--- src/rtl/c2h_sched_pkg.sv ---
// Shared types and default widths for the C2H multi-queue scheduler.
package c2h_sched_pkg;

  localparam int NUM_Q_D       = 4;
  localparam int QID_W_D       = 2;
  localparam int TM_DSC_BITS_D = 16;
  localparam int PKT_W_D       = 11;
  localparam int WDOG_CYC_D    = 4096;

  typedef enum logic [1:0] {
    S_ARB   = 2'd0,
    S_GRANT = 2'd1,
    S_XFER  = 2'd2
  } state_e;

  typedef struct packed {
    logic [TM_DSC_BITS_D-1:0] credit;
    logic [PKT_W_D-1:0]       quota;
    logic [PKT_W_D-1:0]       sent;
  } q_state_t;

endpackage

--- src/rtl/c2h_rr_pick.sv ---
// Rotate-priority encoder: first eligible queue at or above rr_ptr, with wrap.
module c2h_rr_pick
  import c2h_sched_pkg::*;
#(
  parameter int NUM_Q = NUM_Q_D,
  parameter int QID_W = QID_W_D
) (
  input  logic [NUM_Q-1:0] eligible,
  input  logic [QID_W-1:0] rr_ptr,
  output logic             found,
  output logic [QID_W-1:0] qid
);

  // Walk from the farthest offset down so the nearest eligible queue wins.
  always_comb begin
    found = 1'b0;
    qid   = rr_ptr;
    for (int i = NUM_Q - 1; i >= 0; i--) begin
      if (eligible[rr_ptr + QID_W'(i)]) begin
        found = 1'b1;
        qid   = rr_ptr + QID_W'(i);
      end
    end
  end

endmodule

--- src/rtl/c2h_q_sched.sv ---
// Credit/quota-gated round-robin queue scheduler for the C2H packet generator.
// Optional packet watchdog is built only when C2H_SCHED_WDOG_EN is defined.
module c2h_q_sched
  import c2h_sched_pkg::*;
#(
  parameter int NUM_Q       = NUM_Q_D,
  parameter int QID_W       = QID_W_D,
  parameter int TM_DSC_BITS = TM_DSC_BITS_D,
  parameter int PKT_W       = PKT_W_D,
  parameter int WDOG_CYC    = WDOG_CYC_D
) (
  input  logic                   axi_aclk,
  input  logic                   axi_areset,
  input  logic                   cfg_wr,
  input  logic [QID_W-1:0]       cfg_qid,
  input  logic [PKT_W-1:0]       cfg_num_pkt,
  input  logic                   credit_updt,
  input  logic [QID_W-1:0]       credit_qid,
  input  logic [TM_DSC_BITS-1:0] credit_in,
  output logic                   sel_valid,
  output logic [QID_W-1:0]       sel_qid,
  input  logic                   sel_ready,
  input  logic                   c2h_tvalid,
  input  logic                   c2h_tready,
  input  logic                   c2h_tlast,
  output logic [NUM_Q-1:0]       q_active,
  output logic [NUM_Q-1:0]       q_done,
  output logic                   cfg_err,
  output logic                   wdog_err
);

  state_e                 state_q, state_d;
  logic [TM_DSC_BITS-1:0] credit_q [NUM_Q];
  logic [TM_DSC_BITS-1:0] credit_d [NUM_Q];
  logic [TM_DSC_BITS:0]   credit_net [NUM_Q];
  logic [PKT_W-1:0]       quota_q [NUM_Q];
  logic [PKT_W-1:0]       quota_d [NUM_Q];
  logic [PKT_W-1:0]       sent_q [NUM_Q];
  logic [PKT_W-1:0]       sent_d [NUM_Q];
  logic [QID_W-1:0]       rr_ptr_q, rr_ptr_d;
  logic [QID_W-1:0]       sel_qid_q, sel_qid_d;
  logic                   sel_valid_q, sel_valid_d;
  logic [NUM_Q-1:0]       q_active_q, q_active_d;
  logic [NUM_Q-1:0]       q_done_q, q_done_d;
  logic                   cfg_err_q, cfg_err_d;
  logic [NUM_Q-1:0]       eligible;
  logic                   pick_found;
  logic [QID_W-1:0]       pick_qid;
  logic                   accept, beat;

`ifdef C2H_SCHED_WDOG_EN
  localparam int WDOG_W = $clog2(WDOG_CYC);
  logic [WDOG_W-1:0] wdog_cnt_q, wdog_cnt_d;
  logic              wdog_err_q, wdog_err_d;
`endif

  assign accept = (state_q == S_GRANT) & sel_valid_q & sel_ready;
  assign beat   = (state_q == S_XFER) & c2h_tvalid & c2h_tready & c2h_tlast;

  always_comb begin
    for (int q = 0; q < NUM_Q; q++) begin
      eligible[q] = (quota_q[q] != '0) && (sent_q[q] < quota_q[q]) && (credit_q[q] != '0);
    end
  end

  c2h_rr_pick #(.NUM_Q(NUM_Q), .QID_W(QID_W)) u_pick (
    .eligible (eligible),
    .rr_ptr   (rr_ptr_q),
    .found    (pick_found),
    .qid      (pick_qid)
  );

  // One extra bit holds add-then-debit so saturation happens once on the net result.
  always_comb begin
    for (int q = 0; q < NUM_Q; q++) begin
      credit_net[q] = {1'b0, credit_q[q]};
      if (credit_updt && (credit_qid == QID_W'(q)))
        credit_net[q] = credit_net[q] + {1'b0, credit_in};
      if (accept && (sel_qid_q == QID_W'(q)))
        credit_net[q] = credit_net[q] - {{TM_DSC_BITS{1'b0}}, 1'b1};
      credit_d[q] = credit_net[q][TM_DSC_BITS] ? '1 : credit_net[q][TM_DSC_BITS-1:0];
    end
  end

  // S_ARB   | scanning for the next eligible queue
  // S_GRANT | grant offered, waiting for sel_ready
  // S_XFER  | packet in flight, waiting for its tlast beat
  always_comb begin
    state_d     = state_q;
    sel_valid_d = sel_valid_q;
    sel_qid_d   = sel_qid_q;
    rr_ptr_d    = rr_ptr_q;
    q_active_d  = q_active_q;
    q_done_d    = '0;
    cfg_err_d   = 1'b0;
    quota_d     = quota_q;
    sent_d      = sent_q;
`ifdef C2H_SCHED_WDOG_EN
    wdog_cnt_d  = wdog_cnt_q;
    wdog_err_d  = 1'b0;
`endif

    if (cfg_wr) begin
      if ((state_q != S_ARB) && (cfg_qid == sel_qid_q)) begin
        cfg_err_d = 1'b1;
      end else begin
        quota_d[cfg_qid] = cfg_num_pkt;
        sent_d[cfg_qid]  = '0;
      end
    end

    case (state_q)
      S_ARB: begin
        if (pick_found) begin
          sel_valid_d = 1'b1;
          sel_qid_d   = pick_qid;
          q_active_d  = NUM_Q'(1) << pick_qid;
          state_d     = S_GRANT;
        end
      end
      S_GRANT: begin
        if (accept) begin
          sel_valid_d = 1'b0;
          rr_ptr_d    = sel_qid_q + QID_W'(1);
          state_d     = S_XFER;
`ifdef C2H_SCHED_WDOG_EN
          wdog_cnt_d  = '0;
`endif
        end
      end
      S_XFER: begin
        if (beat) begin
          sent_d[sel_qid_q]   = sent_q[sel_qid_q] + PKT_W'(1);
          q_done_d[sel_qid_q] = ((sent_q[sel_qid_q] + PKT_W'(1)) == quota_q[sel_qid_q]);
          q_active_d          = '0;
          state_d             = S_ARB;
        end
`ifdef C2H_SCHED_WDOG_EN
        else if (wdog_cnt_q == WDOG_W'(WDOG_CYC - 1)) begin
          wdog_err_d = 1'b1;
          q_active_d = '0;
          state_d    = S_ARB;
        end else begin
          wdog_cnt_d = wdog_cnt_q + WDOG_W'(1);
        end
`endif
      end
      default: state_d = S_ARB;
    endcase
  end

  always_ff @(posedge axi_aclk or posedge axi_areset) begin
    if (axi_areset) begin
      state_q     <= S_ARB;
      rr_ptr_q    <= '0;
      sel_qid_q   <= '0;
      sel_valid_q <= 1'b0;
      q_active_q  <= '0;
      q_done_q    <= '0;
      cfg_err_q   <= 1'b0;
      for (int q = 0; q < NUM_Q; q++) begin
        credit_q[q] <= '0;
        quota_q[q]  <= '0;
        sent_q[q]   <= '0;
      end
`ifdef C2H_SCHED_WDOG_EN
      wdog_cnt_q  <= '0;
      wdog_err_q  <= 1'b0;
`endif
    end else begin
      state_q     <= state_d;
      rr_ptr_q    <= rr_ptr_d;
      sel_qid_q   <= sel_qid_d;
      sel_valid_q <= sel_valid_d;
      q_active_q  <= q_active_d;
      q_done_q    <= q_done_d;
      cfg_err_q   <= cfg_err_d;
      credit_q    <= credit_d;
      quota_q     <= quota_d;
      sent_q      <= sent_d;
`ifdef C2H_SCHED_WDOG_EN
      wdog_cnt_q  <= wdog_cnt_d;
      wdog_err_q  <= wdog_err_d;
`endif
    end
  end

  assign sel_valid = sel_valid_q;
  assign sel_qid   = sel_qid_q;
  assign q_active  = q_active_q;
  assign q_done    = q_done_q;
  assign cfg_err   = cfg_err_q;
`ifdef C2H_SCHED_WDOG_EN
  assign wdog_err  = wdog_err_q;
`else
  assign wdog_err  = 1'b0;
`endif

endmodule
--- config.mk ---
export PLATFORM = sky130hd
export DESIGN_NAME = c2h_q_sched
export DESIGN_NICKNAME = d
export VERILOG_FILES = /design/src/rtl/c2h_sched_pkg.sv /design/src/rtl/c2h_rr_pick.sv /design/src/rtl/c2h_q_sched.sv
export SDC_FILE = /design/constraint.sdc
export NUM_CORES = 1
export LEC_CHECK = 0
export CAP_MARGIN = 20
export CORE_AREA = 2 2 197 122
export CTS_CLUSTER_SIZE = 24
export DETAILED_ROUTE_END_ITERATION = 8
export DIE_AREA = 0 0 199 124
export HOLD_SLACK_MARGIN = 0.03
export PLACE_DENSITY_LB_ADDON = 0.12
export SKIP_CTS_REPAIR_TIMING = 1
export SLEW_MARGIN = 40
export SYNTH_ARGS = -nofsm -noshare
export SYNTH_HDL_FRONTEND = slang
export SYNTH_HIERARCHICAL = 1
export SYNTH_SLANG_ARGS = --single-unit
--- constraint.sdc ---
create_clock -name axi_aclk -period 5.65 [get_ports axi_aclk]
set_input_delay 0.565 -clock axi_aclk [delete_from_list [all_inputs] [get_ports axi_aclk]]
set_output_delay 0.565 -clock axi_aclk [all_outputs]
set_load 0.02 [all_outputs]
==> impl_metrics.ini <==
[flow_run]
cap_viol_max_count = 0

[clock_network]
clk_latency_ps = 450
cts-htree-levels = 4
cts_tree = done
cts.clk_slew.worst_paths_ps = 70
clockBufferDepth = 2
cts_sinks = 168
numCtsBuffers = 17
root_buffer = clkbuf_16

[placement]
place_ws_ps = 727
hpwl_um = 28300
post_dp_cell_area_um2 = 14300
place.gp.congestion = 0.987
portBuffers = 50

[logic_synthesis]
yosys-top-cells-count = 203 x nand2_1, 168 x dfrtp_1, 113 x ha_1
ys_types = 91
postSynth.asyncResetShare_pct = 100
syn-cell-area_um2 = 13500
syn_nets = 1717
syn_inst = 1561
synth-seq-cells = 168
synth.top_cell.area_share_pct = 31.1
synth_edf_count = 0
synth.top_cells.by_area = dfrtp_1 31%, ha_1 10%, nand2_1 5.6%, xnor2_1 4.2%, mux4_2 3.7%
synth_top_flop_cell = dfrtp_1
syn_avg_cell_area_um2 = 8.67
synth_seq_area_share_pct = 31.1
yosysTopAreaCell = dfrtp_1
yosysMostFrequentCell = nand2_1
synth_warnings = 6

[setup_path]
worstSetupStartpoint = credit_in[1]
worstPathRequired_ps = 5960
regToRegStartpoint = sent_q[34]
r2r_setup_slack_ps = 1610
path_class = input port to flip-flop
crit_end = credit_q[17]
end_kind = flip-flop
r2r-end = q_active[0]
cp.arrival_ps = 4590
start_kind = input port
worstPathMaxFanout = 13
r2r_cells = 14

[die]
initial_core_util_pct = 59.4
ioPinCount = 52
die_y_um = 124
die_area_um2 = 24700
rows = 43
die_w_um = 199
core_area_um2 = 22800

[power_and_ir_drop]
finalPower_uw = 7420
leakage_uw = 0.00657
p_per_area_nw_per_um2 = 496
ir_drop_mv = 0.274

[worst_hold_path]
min_path_type = flip-flop to flip-flop

[global_route]
first_global_vias = 10936
antenna_found_initial = 0
grt_pass1_wl_um = 60600
grt_overflow_total = 0
grt_max_degree = 108
grt_usage_pct = 32.3

[detailed_routing]
vias = 12033
remaining_drc_errors = 0
detail_route.wl_per_cell_um = 20.0
ant_nets = 0
dr.pass1.iters = 5
wirelength_um = 38000
via_per_inst = 6.32
drtIter0Drc = 1141

[timing]
setup_viol = 0
fmax_ghz = 0.233
finalSetupTns_ps = 0
grt_setup_unrepaired = no
tightest_slew_ps = 871
fin_skew_ps = 4.83
post-route-period-util_pct = 75.8
min_period_ps = 4290
hold_violations = 0
final-max-slew-violation-count = 0
finalWorstSetupSlack_ps = 1360
slew_headroom_pct = 41.9

[layout]
area_growth_pct = 10.6
fillers = 1890
drive_above_1_share_pct = 8.81
multi_input_area_um2 = 8800
fin_area_um2 = 15000
n_antenna_cell = 0
nets = 1733
regArea_um2 = 4210

[outcome]
status = finished, final reports clean
## final cells by class
class / count / share of cell area (%)
clock inverters: 15 / 1.51
clock buffers: 17 / 2.84
well taps: 315 / 2.63
inverters: 75 / 1.97
flip-flops and latches: 168 / 28.1
repair buffers: 66 / 4.15
multi-input cells: 1249 / 58.8
## logic make-up after synthesis
logic type / Yosys count / share of synthesized area (%)
other: 1 / 0.0277
adders and majority gates: 117 / 11.0
xor gates and xnor gates: 99 / 6.46
AOI/OAI and AO/OA: 381 / 18.7
DFF: 168 / 31.1
and+or+nand+nor: 591 / 21.9
buffers and inverters: 144 / 4.21
muxes: 60 / 6.63
## how the worst min path moves through the flow
stage                start     endpoint  slack, ps  depth (start not counted)
6_report       q_active[1]  q_active[1]        490                          2
5_1_grt        q_active[2]  q_active[2]        520                          2
4_1_cts        q_active[1]  q_active[1]        490                          2
3_5_place_dp   q_active[1]  q_active[1]        480                          2
3_3_place_gp   q_active[1]  q_active[1]        480                          2
2_1_floorplan   sent_q[11]   sent_q[11]        480                          2
## through the flow
| stage | util, % | hold WS [ps] | instances |
|---|---|---|---|
| 2_1_floorplan | - | 477 | 1561 |
| 3_3_place_gp | 62.7 | 479 | 1873 |
| 3_5_place_dp | 62.8 | 479 | 1873 |
| 4_1_cts | 65.7 | 495 | 1905 |
| 5_1_grt | 65.7 | 521 | 1905 |
| 6_report | 65.7 | 487 | 1905 |
## registers in the layout (all words and copies together) (netlist names)
register	flops
cfg_err	1
credit_q	64
q_active	4
q_done	4
quota_q	44
rr_ptr_q	2
sel_qid	2
sel_valid	1
sent_q	44
state_q	2
## critical path, stage by stage
cell and delay [ps]:
clkdlybuf4s50_1 590, inv_1 200, fa_1 480, nand2b_1 180, a21oi_1 370, o21a_1 240
o211ai_1 160, nand2b_2 220, or4_4 580, nor4_4 380, xor2_4 460, o211ai_1 160
## placed cells by master (no fill, tap or decap), types with 20 or more instances in the layout
master | synthesis | layout
nor2_1 | 87 | 85
a21o_1 | 41 | 41
ha_1 | 113 | 113
mux2i_1 | 21 | 21
o211ai_1 | 24 | 24
nand3_1 | 67 | 67
nor3_1 | 36 | 34
nand2b_1 | 20 | 20
nor4_1 | 30 | 30
o21ai_0 | 79 | 79
mux4_2 | 22 | 22
nand4_1 | 29 | 29
o22ai_1 | 35 | 35
nand2_1 | 203 | 199
dfrtp_1 | 168 | 167
xor2_1 | 33 | 33
inv_1 | 75 | 74
xnor2_1 | 65 | 65
clkdlybuf4s50_1 | 0 | 50
a21oi_1 | 74 | 74
## power by group
| part | switching [µW] | total [µW] | internal [µW] |
|---|---|---|---|
| registers | 504 | 2110 | 1610 |
| logic | 2290 | 3990 | 1710 |
| clock network | 525 | 1310 | 786 |
## layer usage
metal	global-route usage (%)	part of all wire, %	up-vias
li1	-	-	5748
met1	50.5	49	5792
met2	43.1	40	461
met3	9.91	10	32
met4	6.02	0.96	0
met5	0	0	-
(Power assumes the default switching activity.)
